$ cat config.mk
export PLATFORM = sky130hd
export DESIGN_NAME = uo_signature_capture
export DESIGN_NICKNAME = d
export VERILOG_FILES = /design/src/rtl/uo_signature_capture.sv
export SDC_FILE = /design/constraint.sdc
export NUM_CORES = 1
export LEC_CHECK = 0
export BUFFER_PORTS_ARGS = -buffer_cell sky130_fd_sc_hd__buf_4
export CELL_PAD_IN_SITES_DETAIL_PLACEMENT = 1
export CELL_PAD_IN_SITES_GLOBAL_PLACEMENT = 2
export CORE_AREA = 2 2 101 103
export CTS_CLUSTER_DIAMETER = 40
export DETAILED_ROUTE_END_ITERATION = 10
export DIE_AREA = 0 0 103 105
export GPL_TIMING_DRIVEN = 0
export PLACE_DENSITY = 0.76
export SLEW_MARGIN = 20
export SYNTH_ARGS = -nofsm -noshare
export SYNTH_HDL_FRONTEND = slang
export SYNTH_SLANG_ARGS = --single-unit
$ cat constraint.sdc
create_clock -name clk -period 2.5 [get_ports clk]
set_input_delay 0.5 -clock clk [delete_from_list [all_inputs] [get_ports clk]]
set_output_delay 0.5 -clock clk [all_outputs]
set_load 0.01 [all_outputs]
$ cat src/rtl/uo_signature_capture.sv
// rtl/uo_signature_capture.sv - windowed 16-bit MISR signature and toggle count over the tile's uo_out bus
// Optional settle phase before capture: define UO_SETTLE_EN.
module uo_signature_capture #(
  parameter int              DATA_W        = 8,
  parameter int              SIG_W         = 16,
  parameter logic [SIG_W-1:0] SEED         = 16'hFFFF,
  parameter int              LEN_W         = 16,
  parameter int              SETTLE_CYCLES = 4
) (
  input  logic              clk,
  input  logic              rst,
  input  logic              start,
  input  logic [LEN_W-1:0]  window_len,
  input  logic [DATA_W-1:0] tile_out,
  output logic              busy,
  output logic              done,
  output logic [SIG_W-1:0]  signature,
  output logic [LEN_W-1:0]  toggle_count
);

  if (SIG_W != 16 || DATA_W < 1 || DATA_W > 16 || SETTLE_CYCLES < 1) begin : g_bad_cfg
    $error("uo_signature_capture: unsupported parameter set");
  end

  typedef enum logic [1:0] {
    S_IDLE    = 2'd0,
    S_CAPTURE = 2'd1,
    S_DONE    = 2'd2
`ifdef UO_SETTLE_EN
    , S_SETTLE = 2'd3
`endif
  } state_t;

  state_t            state_q, state_d;
  logic              busy_q, busy_d;
  logic              done_q, done_d;
  logic [SIG_W-1:0]  sig_q, sig_d;
  logic [LEN_W-1:0]  tcnt_q, tcnt_d;
  logic [LEN_W-1:0]  rem_q, rem_d;
  logic [DATA_W-1:0] prev_q, prev_d;

`ifdef UO_SETTLE_EN
  localparam int SCNT_W = (SETTLE_CYCLES > 1) ? $clog2(SETTLE_CYCLES) : 1;
  logic [SCNT_W-1:0] scnt_q, scnt_d;
`endif

  logic             fb;
  logic [SIG_W-1:0] d_ext;

  assign fb    = sig_q[15] ^ sig_q[13] ^ sig_q[12] ^ sig_q[10];
  assign d_ext = SIG_W'(tile_out);

  always_comb begin
    state_d = state_q;
    sig_d   = sig_q;
    tcnt_d  = tcnt_q;
    rem_d   = rem_q;
    prev_d  = prev_q;
`ifdef UO_SETTLE_EN
    scnt_d  = scnt_q;
`endif

    case (state_q)
      S_IDLE, S_DONE: begin
        if (start) begin
          rem_d  = window_len;
          sig_d  = SEED;
          tcnt_d = '0;
          prev_d = tile_out;
          if (window_len == '0) begin
            state_d = S_DONE;
          end else begin
`ifdef UO_SETTLE_EN
            state_d = S_SETTLE;
            scnt_d  = SCNT_W'(SETTLE_CYCLES - 1);
`else
            state_d = S_CAPTURE;
`endif
          end
        end
      end
`ifdef UO_SETTLE_EN
      S_SETTLE: begin
        // Reference the first sample against what the tile shows once it has settled.
        if (scnt_q == '0) begin
          prev_d  = tile_out;
          state_d = S_CAPTURE;
        end else begin
          scnt_d = scnt_q - 1'b1;
        end
      end
`endif
      S_CAPTURE: begin
        sig_d = {sig_q[SIG_W-2:0], fb} ^ d_ext;
        if (tile_out != prev_q && tcnt_q != '1) begin
          tcnt_d = tcnt_q + 1'b1;
        end
        prev_d = tile_out;
        rem_d  = rem_q - 1'b1;
        if (rem_q == LEN_W'(1)) begin
          state_d = S_DONE;
        end
      end
      default: begin
        state_d = S_IDLE;
      end
    endcase

    busy_d = (state_d == S_CAPTURE);
`ifdef UO_SETTLE_EN
    if (state_d == S_SETTLE) begin
      busy_d = 1'b1;
    end
`endif
    done_d = (state_d == S_DONE);
  end

  always_ff @(posedge clk) begin
    if (rst) begin
      state_q <= S_IDLE;
      busy_q  <= 1'b0;
      done_q  <= 1'b0;
      sig_q   <= SEED;
      tcnt_q  <= '0;
      rem_q   <= '0;
      prev_q  <= '0;
`ifdef UO_SETTLE_EN
      scnt_q  <= '0;
`endif
    end else begin
      state_q <= state_d;
      busy_q  <= busy_d;
      done_q  <= done_d;
      sig_q   <= sig_d;
      tcnt_q  <= tcnt_d;
      rem_q   <= rem_d;
      prev_q  <= prev_d;
`ifdef UO_SETTLE_EN
      scnt_q  <= scnt_d;
`endif
    end
  end

  assign busy         = busy_q;
  assign done         = done_q;
  assign signature    = sig_q;
  assign toggle_count = tcnt_q;

endmodule

==> results.json, run 1 <==
{
  "synth_flop_cell": "dfxtp_1",
  "setup_viol": 0,
  "clkLatencyLatePin_ns": 0.36,
  "syn_area_sq_um": 2955,
  "post-dp-hpwl_microns": 7059,
  "cts_setup_buffers": 0,
  "fin_util_pct": 39.14,
  "cts-buffers-inserted": 9,
  "period_needed_ns": 2.106,
  "grt_max_degree": 13,
  "fin_setup_tns_ns": 0,
  "critPathLaunchType": "register",
  "hold_slack_ns": 0.3813,
  "ys_seq_area_share_pct": 40.64,
  "p_seq_share_pct": 44.3,
  "yosysTopAreaCell": "dfxtp_1",
  "clock.fmax_mhz": 474.8,
  "syn-num-nets": 393,
  "yosysWarnings": 0,
  "syn_area_per_cell_sq_um": 8.141,
  "die_w_microns": 103,
  "path_max_fanout": 10,
  "path_class": "register to register",
  "layout_common_cells": "60 x dfxtp_1, 60 x buf_4, 48 x nand2_1, 36 x a21oi_1, 20 x nor2_1",
  "postCtsResizedCells": 0,
  "start_util_pct": 30.66,
  "grt_pass1_vias": 2958,
  "yosys.area.top_type_share_pct": 40.64,
  "via_per_inst": 5.240,
  "p_leak_nw": 1.396,
  "place_ws_ns": 0.2816,
  "num_rows": 36,
  "grt_first_pass_wirelength_microns": 15280,
  "drive_gt1_share_pct": 18.91,
  "fin_ws_ns": 0.3938,
  "drtAntennaViolNets": 0,
  "p_per_area_nw_per_um2": 637.8,
  "p_clk_share_pct": 38.0,
  "totalWireLength_microns": 9413,
  "cts-root-buf": "clkbuf_8",
  "fp.dieArea_sq_um": 10820,
  "grt_use_total_pct": 18.18,
  "worst_pin_slew_ns": 0.7660,
  "dr.pass1.iters": 4,
  "cts_buffer_depth": 2,
  "port_buffers": 60,
  "finalHoldViolCount": 0,
  "pwr-share-comb_pct": 17.7,
  "gr-total-overflow": 0,
  "rsz0062_at_grt": "false",
  "place_congestion": 0.7861,
  "holdBufCountCts": 0,
  "htree_levels": 3,
  "antenna_found_initial": 0,
  "worst_ep_required_time_ns": 2.79,
  "slew_viol_final": 0,
  "clock_sinks": 60,
  "boundaryPins": 61,
  "synth_seq_cells": 60,
  "vias": 2997,
  "wl_per_cell_microns": 16.46,
  "synth_edf_count": 0,
  "period_share_pct": 84.25,
  "drc_errors": 0,
  "maxCapViolCount": 0,
  "area_growth_pct": 27.65,
  "p_int_mw": 1.657,
  "syn_inst": 363,
  "swShare_pct": 31.13,
  "cts.clk_slew.worst_paths_ns": 0.08,
  "end_kind": "register",
  "skew_ns": 0.01045,
  "run_status": "completed",
  "nNetsFinal": 464,
  "cts_tree": "done",
  "synth_area_leaders": "dfxtp_1 41%, a21oi_1 6.1%, nand2_1 6.1%",
  "synth_async_sr_flop_share_pct": 0,
  "ir_drop_mv": 0.2894,
  "hold_class": "input pin to register",
  "fp.dieH_microns": 105,
  "drt-initial-drc-count": 67,
  "maxSlewHeadroom_pct": 48.75,
  "worstPathArrival_ns": 2.39,
  "switching_power_uw": 749.1,
  "core_sq_um": 9639,
  "yosysUniqueCellTypes": 46,
  "diodes": 0
}
[worst paths after layout]
kind | startpoint | endpoint | slack, ns | cells after the start
setup / recovery | state_q[0] | rem_q[13] | 0.39 | 5
hold / removal | window_len[3] | rem_q[3] | 0.38 | 3
setup reg to reg | state_q[0] | rem_q[13] | 0.39 | 5
hold reg to reg | prev_q[3] | prev_q[3] | 0.47 | 2
[critical path, cell delays in order, from the launching register on]
cell	delay, ns
dfxtp_1	0.38
and2b_1	0.23
clkbuf_1	0.47
clkbuf_1	0.50
o311ai_0	0.28
a21oi_1	0.17
[metrics by stage]
step           std cells  total power [mW]  instance area (sq um)
6_report             572             2.406                   3772
5_1_grt              572             2.535                   3772
4_1_cts              572             2.446                   3772
3_5_place_dp         556             1.518                   3572
3_3_place_gp         556             1.509                   3572
2_1_floorplan        363             1.347                   2955
[synthesized netlist by cell type, drive strengths merged, types with 2 or more instances]
library cell	number
dfxtp	60
nand2	48
a21oi	36
nor2	20
clkbuf	16
nand2b	16
nand3	15
nor3	14
nor4	13
o22ai	13
o21ai	12
xnor2	12
or4	10
or3	9
xor2	7
inv	6
mux2i	6
nand4	6
o31ai	6
and4	4
a211oi	3
a221oi	3
and2b	3
ha	3
a21o	2
a22oi	2
buf	2
o211a	2
o21bai	2
[layout make-up]
class / count / area, sq um
fillers: 1234 / 5867
inverters: 6 / 22.52
well taps: 133 / 166.4
plain buffers: 18 / 68.82
flip-flops and latches: 60 / 1201
clock inverters: 6 / 72.57
clock buffers: 10 / 127.6
repair buffers: 60 / 450.4
multi-input cells: 279 / 1663
[metal layers]
layer,share of wire [%],wire length [microns],global-route usage (%)
met1,48,4536,25.68
met2,47,4378,27.97
met3,3.9,363,2.742
met4,1.4,135,6.203
met5,0,0,0
[registers in the layout, indices dropped and copies added (netlist names)]
signal        flops
rem_q            16
signature        16
toggle_count     16
prev_q            8
state_q           2
busy              1
done              1
[kinds of logic (layout without fill, tap and decap cells)]
logic type               count (synthesis)  in the layout  synth area share, %
AO/OA/AOI/OAI                           87             87                18.08
XOR/XNOR                                19             19                5.631
adder cells (fa/ha/maj)                  3              3                1.270
buffers and inverters                   24            100                3.090
flip-flops                              60             60                40.64
multiplexers                             7              7                2.413
AND/OR/NAND/NOR                        163            163                28.87
[power by group through the flow]
stage,registers (mW),clock network (mW),logic (mW)
finish,1.06,0.915,0.426
CTS,1.06,0.947,0.434
detailed placement,1.09,0,0.431
floorplan,1.08,0,0.267
global placement,1.08,0,0.425
global route,1.07,0.985,0.477
Power figures use the tool's default switching activity.
==> run 2, diff against run 1 <==
==> constraint.sdc (replaced) <==
create_clock -name clk -period 2.2 [get_ports clk]
set_input_delay 0.44 -clock clk [delete_from_list [all_inputs] [get_ports clk]]
set_output_delay 0.44 -clock clk [all_outputs]
set_load 0.01 [all_outputs]
==> run 2 against run 1 <==
Against the previous run: sequential power is 14% higher; count of clock-buffer cells in the layout unchanged; clock skew is essentially flat.
==> results.json, run 2 (synthesis results as in run 1) <==
{
  "grt_use_total_pct": 18.18,
  "wl_per_cell_microns": 16.45,
  "r2r_slack_ns": 0.21,
  "fp.dieH_microns": 105,
  "cpMaxStageDelayCell": "or4_4",
  "place_congestion": 0.7861,
  "cts-buffers-inserted": 9,
  "clock_sinks": 60,
  "area_growth_pct": 27.69,
  "fin_setup_tns_ns": 0,
  "design_area_sq_um": 3774,
  "pwr-share-comb_pct": 17.7,
  "drc_errors": 0,
  "drtAntennaViolNets": 0,
  "worstHoldPathCells": 3,
  "gr-total-overflow": 0,
  "finalHoldViolCount": 0,
  "worstSetupStartpoint": "rem_q[0]",
  "dr.pass1.iters": 4,
  "dp_cells": 556,
  "diodes": 0,
  "path_cells": "or4_4 > or2_4 > or4_1 > nand3_1 > a21oi_1",
  "holdCritStartpoint": "window_len[3]",
  "slew_viol_final": 0,
  "clkLatencyLatePin_ns": 0.36,
  "regToRegEndpoint": "rem_q[15]",
  "grt_first_pass_wirelength_microns": 15280,
  "rsz0062_at_grt": "false",
  "boundaryPins": 61,
  "port_buffers": 60,
  "r2r_start": "rem_q[0]",
  "p_leak_nw": 1.400,
  "maxCapViolCount": 0,
  "cts_setup_buffers": 0,
  "cts.clk_slew.worst_paths_ns": 0.08,
  "grt_pass1_vias": 2958,
  "start_util_pct": 30.66,
  "p_int_mw": 1.883,
  "fp.dieArea_sq_um": 10820,
  "swShare_pct": 31.11,
  "period_share_pct": 90.29,
  "skew_ns": 0.01047,
  "maxSlewHeadroom_pct": 49.96,
  "drive_gt1_share_pct": 19.13,
  "via_per_inst": 5.247,
  "nNetsFinal": 464,
  "hold_end": "rem_q[3]",
  "totalPowerFinal_mw": 2.734,
  "die_w_microns": 103,
  "period_needed_ns": 1.986,
  "end_kind": "register",
  "htree_levels": 3,
  "cts_tree": "done",
  "core_sq_um": 9639,
  "cp.depth": 5,
  "p_clk_share_pct": 38.0,
  "layout_common_cells": "60 x dfxtp_1, 60 x buf_4, 48 x nand2_1, 36 x a21oi_1, 20 x nor2_1",
  "p_seq_share_pct": 44.3,
  "p_per_area_nw_per_um2": 724.5,
  "cts_buffer_depth": 2,
  "hold_class": "input pin to register",
  "ir_drop_mv": 0.3289,
  "worst_pin_slew_ns": 0.7479,
  "worstPathArrival_ns": 2.21,
  "r2r_cells": 5,
  "vias": 3001,
  "placed_area_sq_um": 3572,
  "critPathLaunchType": "register",
  "totalWireLength_microns": 9408,
  "drt-initial-drc-count": 66,
  "setup_viol": 0,
  "run_status": "completed",
  "path_class": "register to register",
  "path_max_fanout": 6,
  "switching_power_uw": 850.7,
  "num_rows": 36,
  "critPathBufInv": 0,
  "clock.fmax_mhz": 503.5,
  "antenna_found_initial": 0,
  "cts-root-buf": "clkbuf_8",
  "worst_ep_required_time_ns": 2.42,
  "hold_slack_ns": 0.3215,
  "finalNonFillerCells": 572,
  "post-dp-hpwl_microns": 7059,
  "critPathTopFamily": "simple AND/OR/NAND/NOR gates",
  "grt_max_degree": 13,
  "cpPeakStageDelay_ns": 0.58
}
-- run 2: final cells by class --
class / instances / area [sq um]
fillers: 1234 / 5866
multi-input cells: 279 / 1663
flip-flops and latches: 60 / 1201
repair buffers: 60 / 450.4
well taps: 133 / 166.4
clock buffers: 10 / 127.6
clock inverters: 6 / 72.57
plain buffers: 18 / 70.07
inverters: 6 / 22.52
-- run 2: layer usage --
layer  part of all wire (%)  global-route usage (%)  vias up  wire (microns)
met1                     48                   25.68     1465            4502
met2                     47                   27.97       58            4385
li1                       -                       -     1464               -
met5                      0                       0        -               0
met3                    4.1                   2.742       14             385
met4                    1.4                   6.203        0             135
-- run 2: power by group through the flow --
stage | logic (mW) | clock network [mW] | registers (mW)
2_1_floorplan | 0.304 | 0 | 1.23
3_3_place_gp | 0.483 | 0 | 1.23
3_5_place_dp | 0.490 | 0 | 1.23
4_1_cts | 0.493 | 1.08 | 1.21
5_1_grt | 0.542 | 1.12 | 1.22
6_report | 0.484 | 1.04 | 1.21
-- run 2: worst reg2reg max path, stage by stage, from the launching register on --
cell     delay, ns
dfxtp_1       0.38
or4_4         0.58
or2_4         0.30
or4_1         0.42
nand3_1       0.11
a21oi_1       0.06
-- run 2: worst max path at each step --
| stage | slack (ns) | end |
|---|---|---|
| finish | 0.21 | rem_q[15] |
| global route | 0.10 | rem_q[12] |
| CTS | 0.08 | rem_q[13] |
| detailed placement | 0.04 | rem_q[10] |
| global placement | 0.03 | rem_q[10] |
| floorplan | 0.39 | rem_q[15] |
-- run 2: metrics by stage --
stage	util (%)	setup slack, ns
floorplan	-	0.3928
global route	39.15	0.1014
global placement	37.06	0.03394
detailed placement	37.06	0.04159
CTS	39.14	0.07715
finish	39.15	0.2137
-- run 2: repair_timing --
item                                    4_1_cts  5_1_grt
gates resized for setup                       0        2
endpoints found under the setup margin        0        3
hold buffers                                  0        0
